### config.mk
export PLATFORM = sky130hd
export DESIGN_NAME = rrp_otf_converter
export DESIGN_NICKNAME = d
export VERILOG_FILES = /design/src/rtl/rrp_otf_converter.sv
export SDC_FILE = /design/constraint.sdc
export NUM_CORES = 1
export LEC_CHECK = 0
export CORE_ASPECT_RATIO = 0.75
export CORE_MARGIN = 3
export CORE_UTILIZATION = 58
export CTS_BUF_LIST = sky130_fd_sc_hd__clkbuf_16
export CTS_CLUSTER_SIZE = 8
export DETAILED_ROUTE_END_ITERATION = 12
export GPL_TIMING_DRIVEN = 0
export PLACE_DENSITY = 0.8
export SLEW_MARGIN = 10
export SYNTH_ARGS = -nofsm -noshare
export SYNTH_HDL_FRONTEND = slang
export SYNTH_SLANG_ARGS = --single-unit
### constraint.sdc
create_clock -name clk -period 3.3 [get_ports clk]
set_clock_uncertainty 0.2 [all_clocks]
set_input_delay 0.495 -clock clk [delete_from_list [all_inputs] [get_ports clk]]
set_output_delay 0.495 -clock clk [all_outputs]
set_load 0.02 [all_outputs]
### src/rtl/rrp_otf_converter.sv
// rtl/rrp_otf_converter.sv - MSD-first signed-digit to two's complement on-the-fly converter
// Ercegovac-Lang Q/QM registers build the word one digit at a time with no final carry-propagate add.
module rrp_otf_converter #(
   parameter  int RADIX = 2,
   parameter  int WIDTH = 8,
   localparam int K     = $clog2(RADIX),
   localparam int D     = K + 1,
   localparam int OW    = K * WIDTH + 1
) (
   input  logic          clk,
   input  logic          rst_n,
   input  logic          in_valid,
   output logic          in_ready,
   input  logic [D-1:0]  in_digit,
   output logic          out_valid,
   input  logic          out_ready,
   output logic [OW-1:0] out_value,
   output logic          out_err
);

   localparam int CW = (WIDTH > 2) ? $clog2(WIDTH) : 1;
   localparam logic [CW-1:0]        LAST  = CW'(WIDTH - 1);
   localparam logic signed [OW-1:0] R_VAL = OW'(RADIX);
   localparam logic signed [OW-1:0] R_M1  = OW'(RADIX - 1);
   localparam logic signed [OW-1:0] ONE   = OW'(1);
   localparam logic [D-1:0]         ILLEGAL = {1'b1, {K{1'b0}}};

   typedef enum logic {ACC, HOLD} state_t;

   state_t                 state;
   logic [CW-1:0]          cnt;
   logic signed [OW-1:0]   q_reg;
   logic signed [OW-1:0]   qm_reg;
   logic signed [OW-1:0]   dig_ext;
   logic signed [OW-1:0]   q_sh;
   logic signed [OW-1:0]   qm_sh;
   logic signed [OW-1:0]   q_next;
   logic signed [OW-1:0]   qm_next;
   logic                   dig_neg;
   logic                   dig_pos;
   logic                   dig_bad;

   always_comb begin
      dig_ext = OW'($signed(in_digit));
      dig_neg = in_digit[D-1];
      dig_pos = !in_digit[D-1] && (|in_digit);
      dig_bad = (in_digit == ILLEGAL);
      q_sh    = q_reg <<< K;
      qm_sh   = qm_reg <<< K;
      // Negative digits borrow from QM, so the new Q never needs a carry chain across the word.
      q_next  = dig_neg ? (qm_sh + R_VAL + dig_ext) : (q_sh + dig_ext);
      qm_next = dig_pos ? (q_sh + dig_ext - ONE) : (qm_sh + R_M1 + dig_ext);
   end

   always_ff @(posedge clk or negedge rst_n) begin
      if (!rst_n) begin
         state     <= ACC;
         cnt       <= '0;
         q_reg     <= '0;
         qm_reg    <= '1;
         in_ready  <= 1'b1;
         out_valid <= 1'b0;
         out_value <= '0;
         out_err   <= 1'b0;
      end else begin
         case (state)
            ACC: begin
               if (in_valid) begin
                  q_reg  <= q_next;
                  qm_reg <= qm_next;
                  if (dig_bad)
                     out_err <= 1'b1;
                  if (cnt == LAST) begin
                     out_value <= q_next;
                     out_valid <= 1'b1;
                     in_ready  <= 1'b0;
                     cnt       <= '0;
                     state     <= HOLD;
                  end else begin
                     cnt <= cnt + CW'(1);
                  end
               end
            end
            HOLD: begin
               if (out_ready) begin
                  q_reg     <= '0;
                  qm_reg    <= '1;
                  out_err   <= 1'b0;
                  out_valid <= 1'b0;
                  in_ready  <= 1'b1;
                  state     <= ACC;
               end
            end
            default: state <= ACC;
         endcase
      end
   end

endmodule

* Word level (Yosys, flattened, before mapping)
Index checks and enable logic that the tools add are counted.
** Cells by class
- Add/sub/neg operators :: 7
- Multiply operators :: 0
- Div/mod/pow operators :: 0
- Magnitude comparators :: 0
- Eq/ne operators :: 6
- Shifts and indexed selects :: 0
- Muxes and demuxes :: 24
- Bitwise gates (word level) :: 1
- Reduce and logical (&&, ||, !) cells :: 8
** Operators with widths (count)
- two-way mux 8 bit :: 5
- case mux 8 bit (2 select lines) :: 2
- adder 9 x 2 -> 9 bit :: 2
- two-way mux 1 bit :: 11
- adder 9 x 3 -> 9 bit (second input constant) :: 1
- two-way mux 9 bit :: 1
- AND reduction 3 bit :: 3
- adder 8 x 2 -> 8 bit :: 1
- adder 8 x 2 -> 8 bit (second input constant) :: 1
- != test 2 bit (second input constant) :: 4
- case mux 1 bit (2 select lines) :: 4
- subtractor 8 x 2 -> 8 bit (second input constant) :: 1
- AND reduction 2 bit :: 2
- adder 3 x 1 -> 3 bit (second input constant) :: 1
- == test 3 bit (second input constant) :: 1
- two-way mux 3 bit :: 1
- == test 2 bit (second input constant) :: 1
- OR reduction 2 bit :: 1
- logical AND 1 bit :: 1
- logical NOT 1 bit :: 1
- inverter 1 bit :: 1
** Word-level totals
- Register bits :: 32
- Latch bits :: 0
- Bits in writable memories :: 0
- Bits in read-only memories :: 0
- Input bits :: 6
- Output and inout port bits :: 12
- Logic and storage cells :: 54
- Memories kept :: 0

* Logic depth before layout (Yosys ltp)
Gate-level depths: netlist of the first run.
- Depth in word-level cells :: 5
- Gate-level depth with buffers :: 11
- Depth with buffers taken out :: 10

* Least setup slack after synthesis of the first run
No wires, ideal clock.
- Kind :: input port to flip-flop
- From :: input in_digit[1]
- To :: register out_value[8]
- Library setup time :: 0.080 ns
- Arrival :: 2.723 ns
- Required time :: 3.020 ns
- Slack :: 0.297 ns
- Stages :: 11
- Path buffers :: 1
- Cells stage by stage :: buf_2 inv_2 ha_1 and2b_1 fa_1 or2b_2 a21oi_2 or4_1 a311o_1 a21boi_1 o211ai_2
** On the way
- Cells in the longest elaborated chain, start to end :: 2
- Elaborated cells on any way between the ends :: 3
- Classes of those cells :: add/sub (2); mux (1)
** RTL lines
- start, declared :: line 14 : input logic [D-1:0] in_digit,
- adder 9 x 2 -> 9 bit (on tied branches)
- two-way mux 9 bit (*) :: line 51 : q_next = dig_neg ? (qm_sh + R_VAL + dig_ext) : (q_sh + dig_ext);
- end signal, assigned :: line 74 : out_value <= q_next;
- end, declared :: line 17 : output logic [OW-1:0] out_value,
Every way passes the cells marked *; elsewhere a longest branch is shown, timed or not.
A chain may end at the register's enable or synchronous reset.

* Final worst setup path of the first run
Ends and elaborated chain as after synthesis.

==> flow_summary.ini, run 1 <==
[worst_setup_path]
crit_fanout = 18
reg2reg_slack_ns = 0.33
r2r_end = out_value[8]
crit_type = in2reg
endpoint = out_value[8]
arrival_ns = 3.13
required_ns = 3.30
critPathCaptureType = flip-flop
startpoint_type = input port
r2r_start = qm_reg[1]
rr_worst_depth = 9
startpoint = in_digit[1]

[sta]
rsz0062_at_grt = no
slew_headroom = 0.517
setup_ws_ns = 0.170
final-setup-viol-count = 0
worst_pin_slew_ns = 0.724
min_period_over_period = 0.948
period_needed_ns = 3.13
fmax_ghz = 0.319
hold_viol_final = 0
slew_violations = 0

[power]
power_density_nw_per_um2 = 1010
p_seq_frac = 0.268
power_frac_clock = 0.191
switching_share = 0.404
p_leak_uw = 0.00121
total_power_uw = 2680
p_sw_uw = 1080
intPower_uw = 1600
power.share.combinational = 0.541
ir_drop_v = 0.000596

[global_route]
grt_pass1_vias = 1710
antenna_found_initial = 0
grt_max_degree = 33
grt.overflow.total = 0
grtUsageTotal = 0.240
grt_first_pass_wirelength_um = 8590

[drt]
ant_nets = 0
wl_um = 5090
post-route-drc-count = 0
drt_iter0_drc = 126
wire_per_inst_um = 16.4
via_per_inst = 5.83
drt-pass1-iter-count = 4
vias = 1814

[final_layout]
area_growth_pct = 17.8
stdcell_count = 311
largest_reg_flops = 9
design_area_um2 = 2650
diodes = 0
nets = 296
final_layout_size_suffix_gt1_frac = 0.103

[logic_synthesis]
synth_area_um2 = 2240
syn_avg_cell_area_um2 = 9.51
yosysTopAreaCell = dfrtp_1
ys_seq_area_frac = 0.362
async_flop_share = 1.00
ys_top_cells_by_area = dfrtp_1, ha_1, dfstp_2, nand2_1, fa_1
ys_seq_elements = 32
synth_edf_count = 0
synthFlopType = dfrtp_1
yosys_warnings = 0
synth_top_area_frac = 0.256
netlist_instances = 236
yosysUniqueCellTypes = 50
syn_nets = 272

[clocking]
numCtsBuffers = 5
postCtsSetupBuffers = 0
clk_latency_ns = 0.27
h-tree-depth = 2
clockRootBuffer = clkbuf_16
cts_buffer_depth = 2
clkSlewWorstSetupHoldPaths_ns = 0.05
cts_tree = built
clock-sinks = 32

[floorplanning]
pin_count = 18
die_w_um = 77.8
start_util = 0.643
coreArea_um2 = 3490
die_y_um = 59.9
die_area_um2 = 4660
rows = 18

[run_status]
status = complete, no violations

[place]
pre_cts_slack_ns = -1.15
placed_area_um2 = 2470
portBuffers = 17
placed_cells = 303
place.gp.congestion = 0.843
dp_hpwl_um = 3770

[job]
drv_cap = 0

[worst_hold_path]
min-delay-path-class = in2async
synthesized netlist by cell type (all sizes together) (7+ instances only):
| cell | count |
|---|---|
| a21oi | 11 |
| dfrtp | 23 |
| dfstp | 9 |
| fa | 7 |
| ha | 23 |
| inv | 10 |
| mux2i | 7 |
| nand2 | 40 |
| nor2 | 14 |
| o21ai | 22 |
| xnor2 | 7 |
| xor2 | 8 |
kinds of logic (layout without fill, tap and decap cells):
family,Yosys count,in the layout,share of synthesized area
simple gates,73,73,0.145
compound gates,60,60,0.174
flops,32,32,0.362
fa+ha+maj,30,30,0.191
buf+inv,17,42,0.0290
xor+xnor,15,15,0.0585
mux,9,9,0.0412
power by group through the flow:
stage	Clock [uW]	Sequential, uW	Combinational (uW)
finish	513	719	1450
global route	529	739	1620
CTS	515	717	1450
detailed placement	0	722	1430
global placement	0	714	1390
floorplan	0	781	973
metrics by stage:
step | TNS, ns | util | hold slack [ns]
floorplan | 0 | - | -0.000591
global placement | -10.11 | 0.710 | 0.249
detailed placement | -10.54 | 0.708 | 0.257
CTS | 0 | 0.754 | 0.0979
global route | 0 | 0.758 | 0.122
finish | 0 | 0.758 | 0.0836
how the worst min path moves through the flow:
stage                   endpoint  slack, ns  cells past startpoint
detailed placement      in_ready       0.26                      2
CTS                     q_reg[6]        0.1                      1
global placement        in_ready       0.25                      2
global route        out_value[7]       0.12                      1
floorplan                 cnt[0]    -0.0006                      0
finish              out_value[6]       0.08                      1
repair_timing:
| action | in CTS | in global routing |
|---|---|---|
| hold buffers | 0 | 0 |
| endpoints found under the setup margin | 16 | 4 |
| hold endpoints to repair | 0 | 0 |
| pin swaps | 0 | 0 |
| gates resized for setup | 6 | 5 |
critical path, stage by stage:
cell and delay [ns]:
clkbuf_4 0.25, buf_6 0.22, inv_6 0.14, ha_1 0.15
and2b_1 0.20, fa_1 0.38, or2b_2 0.20, a21oi_2 0.07
or4_1 0.47, a311o_1 0.33, a21boi_1 0.14, o211ai_2 0.06
layout by cell type, fill, tap and decap left out, types with 5 or more instances in the layout:
master / n
clkbuf_16: 5
dfstp_2: 9
xnor2_1: 7
xor2_1: 8
nor2_1: 14
clkbuf_1: 5
o21ai_0: 11
dfrtp_1: 23
o21ai_1: 11
mux2i_1: 7
nand2_1: 40
fa_1: 7
ha_1: 23
a21oi_1: 8
inv_1: 10
clkdlybuf4s50_1: 15
a31oi_1: 5
metal layers:
layer,vias to the layer above,share of wire,global-route usage
met5,-,0,0
met4,0,0.0031,0.0381
met3,2,0.049,0.0452
met2,47,0.46,0.391
met1,879,0.49,0.342
li1,886,-,-
final cells by class:
class	count	area (um2)
multi-input cells	187	1370
fillers	253	846
flip-flops and latches	32	812
repair buffers	17	163
clock buffers	5	125
well taps	50	62.6
inverters	11	46.3
clock inverters	3	38.8
plain buffers	6	30.0
(Power assumes the default switching activity.)
==> inputs of run 2 (changes only) <==
--- a/config.mk
+++ b/config.mk
@@ -6,7 +6,7 @@
 export NUM_CORES = 1
 export LEC_CHECK = 0
 export CORE_ASPECT_RATIO = 0.75
-export CORE_MARGIN = 3
+export CORE_MARGIN = 1
 export CORE_UTILIZATION = 58
 export CTS_BUF_LIST = sky130_fd_sc_hd__clkbuf_16
 export CTS_CLUSTER_SIZE = 8
==> run 2 against run 1 <==
Fmax shrank 2.0%. Count of clock-buffer cells in the layout stayed put. Largest cell class unchanged. Critical path depth is the same. Combinational power about the same. Highest routed layer unchanged. Clock power rose by 2%. Sequential share of layout area barely moved. Core utilization shrank 4.0 points. Routed wire length decreased by 1.4%. Die area fell by 11%. Via count shrank 0.61%.
==> flow_summary.ini, run 2 (synthesis gave the netlist of run 1 again) <==
[global_route]
grt_max_degree = 33
grt_first_pass_wirelength_um = 8560
grt.overflow.total = 0
grt_pass1_vias = 1790
grtUsageTotal = 0.283
antenna_found_initial = 0

[final_layout]
layout_commonest_cell = nand2_1
stdcell_count = 313
area_growth_pct = 17.8
largest_reg_flops = 9
final_core_util = 0.717
final_layout_size_suffix_gt1_frac = 0.103
diodes = 0
nets = 296
final_cell_mix = nand2_1, ha_1, dfrtp_1, clkdlybuf4s50_1, nor2_1

[worst_setup_path]
required_ns = 3.30
startpoint_type = input port
endpoint = out_value[8]
crit_family = simple AND/OR/NAND/NOR gates
slowest_delay_ns = 0.47
r2r_start = qm_reg[1]
crit_fanout = 18
cp.buffers_inverters = 3
arrival_ns = 3.20
crit_cells = 12
startpoint = in_digit[1]
rr_worst_depth = 9
critPathCaptureType = flip-flop
crit_type = in2reg
r2r_end = out_value[8]
critPathSlowestCell = or4_1
reg2reg_slack_ns = 0.30
crit_chain = clkbuf_4 -> buf_4 -> inv_6 -> ha_1 -> and2b_1 -> fa_1 -> or2b_2 -> a21oi_2 -> or4_1 -> a311o_1 -> a21boi_1 -> o211ai_2

[sta]
final-setup-viol-count = 0
min_period_over_period = 0.968
rsz0062_at_grt = no
setup_ws_ns = 0.105
tns_ns = 0
period_needed_ns = 3.20
slew_headroom = 0.510
fmax_ghz = 0.313
hold_ws_ns = 0.0846
worst_pin_slew_ns = 0.735
hold_viol_final = 0
slew_violations = 0

[clocking]
h-tree-depth = 2
cts_tree = built
clockRootBuffer = clkbuf_16
clkSlewWorstSetupHoldPaths_ns = 0.05
cts_buffer_depth = 2
clock-sinks = 32
numCtsBuffers = 5
clk_latency_ns = 0.28

[drt]
post-route-drc-count = 0
wl_um = 5020
via_per_inst = 5.76
drt-pass1-iter-count = 4
wire_per_inst_um = 16.0
vias = 1803
ant_nets = 0
drt_iter0_drc = 118

[place]
portBuffers = 17
placed_cells = 305
dp_hpwl_um = 3670
place.gp.congestion = 0.807
pre_cts_slack_ns = -1.16

[power]
p_leak_uw = 0.00121
power_density_nw_per_um2 = 1020
ir_drop_v = 0.000646

[floorplanning]
coreArea_um2 = 3680
die_y_um = 55.9
start_util = 0.609
rows = 19
die_w_um = 73.8
die_area_um2 = 4130
pin_count = 18

[job]
drv_cap = 0

[worst_hold_path]
min-delay-path-class = in2async

[run_status]
status = complete, no violations
-- run 2: cell counts in the layout (fill, tap and decap cells not counted) --
Identical to the previous run, type by type.
-- run 2: per-stage QoR --
step                cell area [um2]  total power [uW]
floorplan                      2240              1750
global placement               2480              2110
detailed placement             2470              2150
CTS                            2640              2690
global route                   2640              2910
finish                         2640              2690
-- run 2: routing by layer --
layer / track usage / share of wire / wire, um
met2: 0.412 / 0.45 / 2240
met1: 0.426 / 0.51 / 2560
met4: 0.0577 / 0.011 / 57
met5: 0 / 0 / 0
met3: 0.0743 / 0.033 / 166
-- run 2: final cells by class --
class / instances / area, um2
Clock inverter: 3 / 38.8
Buffer: 6 / 26.3
Multi-Input combinational cell: 187 / 1370
Timing Repair Buffer: 17 / 163
Clock buffer: 5 / 125
Sequential cell: 32 / 812
Fill cell: 299 / 1040
Inverter: 11 / 46.3
Tap cell: 52 / 65.1
-- run 2: power breakdown --
part	internal (uW)	total (uW)	leakage, uW	switching [uW]
Sequential	604	716	0.000380	112
Clock	352	521	0.0000850	170
Combinational	644	1460	0.000746	814
-- run 2: worst register-to-register path, cell delays in order, from the launching register on --
cell,delay (ns)
dfstp_2,0.54
ha_1,0.28
and2b_1,0.21
fa_1,0.39
or2b_2,0.21
a21oi_2,0.07
or4_1,0.47
a311o_1,0.34
a21boi_1,0.14
o211ai_2,0.07
-- run 2: repair_timing --
item / in CTS / in global routing
resized for setup: 6 / 4
endpoints found under the setup margin: 14 / 3
hold buffers: 0 / 0
setup buffers: 0 / 0
-- run 2: worst min-delay path by stage --
stage,startpoint,end,slack (ns),depth (start not counted)
final,rst_n,cnt[0],0.08,1
after global routing,rst_n,cnt[0],0.14,1
after CTS,rst_n,cnt[1],0.1,1
after detailed placement,in_ready,in_ready,0.25,2
after global placement,in_ready,in_ready,0.25,2
after floorplan,rst_n,cnt[0],-0.0006,0
==> inputs of run 3 (changes only) <==
--- a/config.mk
+++ b/config.mk
@@ -5,6 +5,8 @@
 export SDC_FILE = /design/constraint.sdc
 export NUM_CORES = 1
 export LEC_CHECK = 0
+export ABC_CLOCK_PERIOD_IN_PS = 3300
+export CAP_MARGIN = 25
 export CORE_ASPECT_RATIO = 0.75
 export CORE_MARGIN = 1
 export CORE_UTILIZATION = 58
@@ -13,6 +15,7 @@
 export DETAILED_ROUTE_END_ITERATION = 12
 export GPL_TIMING_DRIVEN = 0
 export PLACE_DENSITY = 0.8
+export SETUP_SLACK_MARGIN = 0.05
 export SLEW_MARGIN = 10
 export SYNTH_ARGS = -nofsm -noshare
 export SYNTH_HDL_FRONTEND = slang
==> run 3 against run 2 <==
Critical path depth did not move. First-iteration DRC count did not move. Count of clock-buffer cells in the layout did not move. Final cell count did not move. Core utilization did not move. Routed wire length rose by 0.16%. Power barely moved. Largest cell class unchanged. Critical endpoint unchanged. Worst setup slack improved by 0.072 ns. Die area did not move. Sequential power barely moved. Clock power barely moved. Via count fell by 0.11%.
==> flow_summary.ini, run 3 (synthesis gave the netlist of run 1 again) <==
[sta]
slew_violations = 0
slew_headroom = 0.511
rsz0062_at_grt = no
fmax_ghz = 0.320
tns_ns = 0
hold_viol_final = 0
min_period_over_period = 0.946
final-setup-viol-count = 0
worst_pin_slew_ns = 0.734
period_needed_ns = 3.12
hold_ws_ns = 0.0842

[final_layout]
layout_commonest_cell = nand2_1
final_core_util = 0.717
regArea_um2 = 812
design_area_um2 = 2640
diodes = 0
fillers = 299
area_growth_pct = 17.8
final_cell_mix = nand2_1, ha_1, dfrtp_1, clkdlybuf4s50_1, nor2_1
final_layout_size_suffix_gt1_frac = 0.103
largest_reg_flops = 9
multi_input_area_um2 = 1370
nets = 296

[drt]
wl_um = 5030
vias = 1801
post-route-drc-count = 0
via_per_inst = 5.75
drt_iter0_drc = 118
ant_nets = 0
wire_per_inst_um = 16.1
drt-pass1-iter-count = 4

[clocking]
clock-sinks = 32
clkSlewWorstSetupHoldPaths_ns = 0.05
numCtsBuffers = 5
clockRootBuffer = clkbuf_16
cts_buffer_depth = 2
clk_latency_ns = 0.28
cts_tree = built
h-tree-depth = 2

[power]
power_density_nw_per_um2 = 1020
p_leak_uw = 0.00121
ir_drop_v = 0.000646

[worst_setup_path]
startpoint_type = input port
r2r_end = out_value[8]
crit_chain = buf_4 -> buf_4 -> inv_6 -> ha_1 -> and2b_1 -> fa_1 -> or2b_2 -> a21oi_2 -> or4_1 -> a311o_1 -> a21boi_1 -> o211ai_2
startpoint = in_digit[1]
r2r_start = qm_reg[1]
arrival_ns = 3.12
rr_worst_depth = 9
critPathSlowestCell = or4_1
reg2reg_slack_ns = 0.30
endpoint = out_value[8]
crit_fanout = 18
slowest_delay_ns = 0.47
crit_top_cell = buf_4
required_ns = 3.30
critPathCaptureType = flip-flop
crit_type = in2reg

[floorplanning]
die_w_um = 73.8
die_area_um2 = 4130
start_util = 0.609
rows = 19
pin_count = 18
die_y_um = 55.9
coreArea_um2 = 3680

[worst_hold_path]
min-delay-path-class = in2async

[global_route]
antenna_found_initial = 0
grt_pass1_vias = 1790
grtUsageTotal = 0.283
grt.overflow.total = 0
grt_max_degree = 33
grt_first_pass_wirelength_um = 8560

[place]
placed_area_um2 = 2470
place.gp.congestion = 0.807
portBuffers = 17
dp_hpwl_um = 3670

[run_status]
status = complete, no violations

[job]
drv_cap = 0
-- run 3: cell types whose count changed in the layout (fill, tap and decap cells not counted) --
cell	previous run	this run
buf_4	1	2
clkbuf_4	1	0
-- run 3: worst min-delay path by stage --
stage                     startpoint       end  slack (ns)  cells after the start
after CTS                      rst_n    cnt[1]         0.1                      1
after global placement      in_ready  in_ready        0.25                      2
after floorplan                rst_n    cnt[0]     -0.0006                      0
final                          rst_n    cnt[0]        0.08                      1
after detailed placement    in_ready  in_ready        0.25                      2
after global routing           rst_n    cnt[0]        0.14                      1
-- run 3: metal layers --
metal	global-route usage	wire length, um	up-vias
met2	0.412	2250	26
met3	0.0743	166	7
met4	0.0577	57	0
li1	-	-	880
met1	0.426	2560	888
met5	0	0	-
-- run 3: worst max-delay path: cells and delay by family --
family | cells | cell delay (ns)
buffers and inverters | 3 | 0.56
and+or+nand+nor | 3 | 0.88
adders and majority gates | 2 | 0.55
AOI/OAI and AO/OA | 4 | 0.62
-- run 3: cell type report --
| class | count | area share |
|---|---|---|
| multi-input combinational | 187 | 0.517 |
| inverter | 11 | 0.0175 |
| sequential | 32 | 0.307 |
| timing repair buffer | 17 | 0.0615 |
| buffer | 6 | 0.00994 |
| tap | 52 | 0.0246 |
| clock inverter | 3 | 0.0147 |
| clock buffer | 5 | 0.0473 |
-- run 3: what timing repair did --
| action | CTS | global route |
|---|---|---|
| endpoints found under the setup margin | 14 | 1 |
| pin swaps | 0 | 0 |
| gates resized for setup | 8 | 1 |
| cloned | 0 | 0 |
| buffers inserted | 0 | 0 |
| hold buffers | 0 | 0 |
-- run 3: report_power, final --
group / switching, uW / internal, uW / total, uW
logic: 815 / 644 / 1460
registers: 112 / 604 / 716
clock network: 170 / 352 / 521
total: 1100 / 1600 / 2700
-- run 3: metrics by stage --
| step | std cells | power, uW | setup slack, ns |
|---|---|---|---|
| floorplan | 236 | 1750 | 0.297 |
| global placement | 305 | 2110 | -1.12 |
| detailed placement | 305 | 2150 | -1.16 |
| CTS | 313 | 2690 | 0.140 |
| global route | 313 | 2910 | 0.0856 |
| finish | 313 | 2700 | 0.177 |
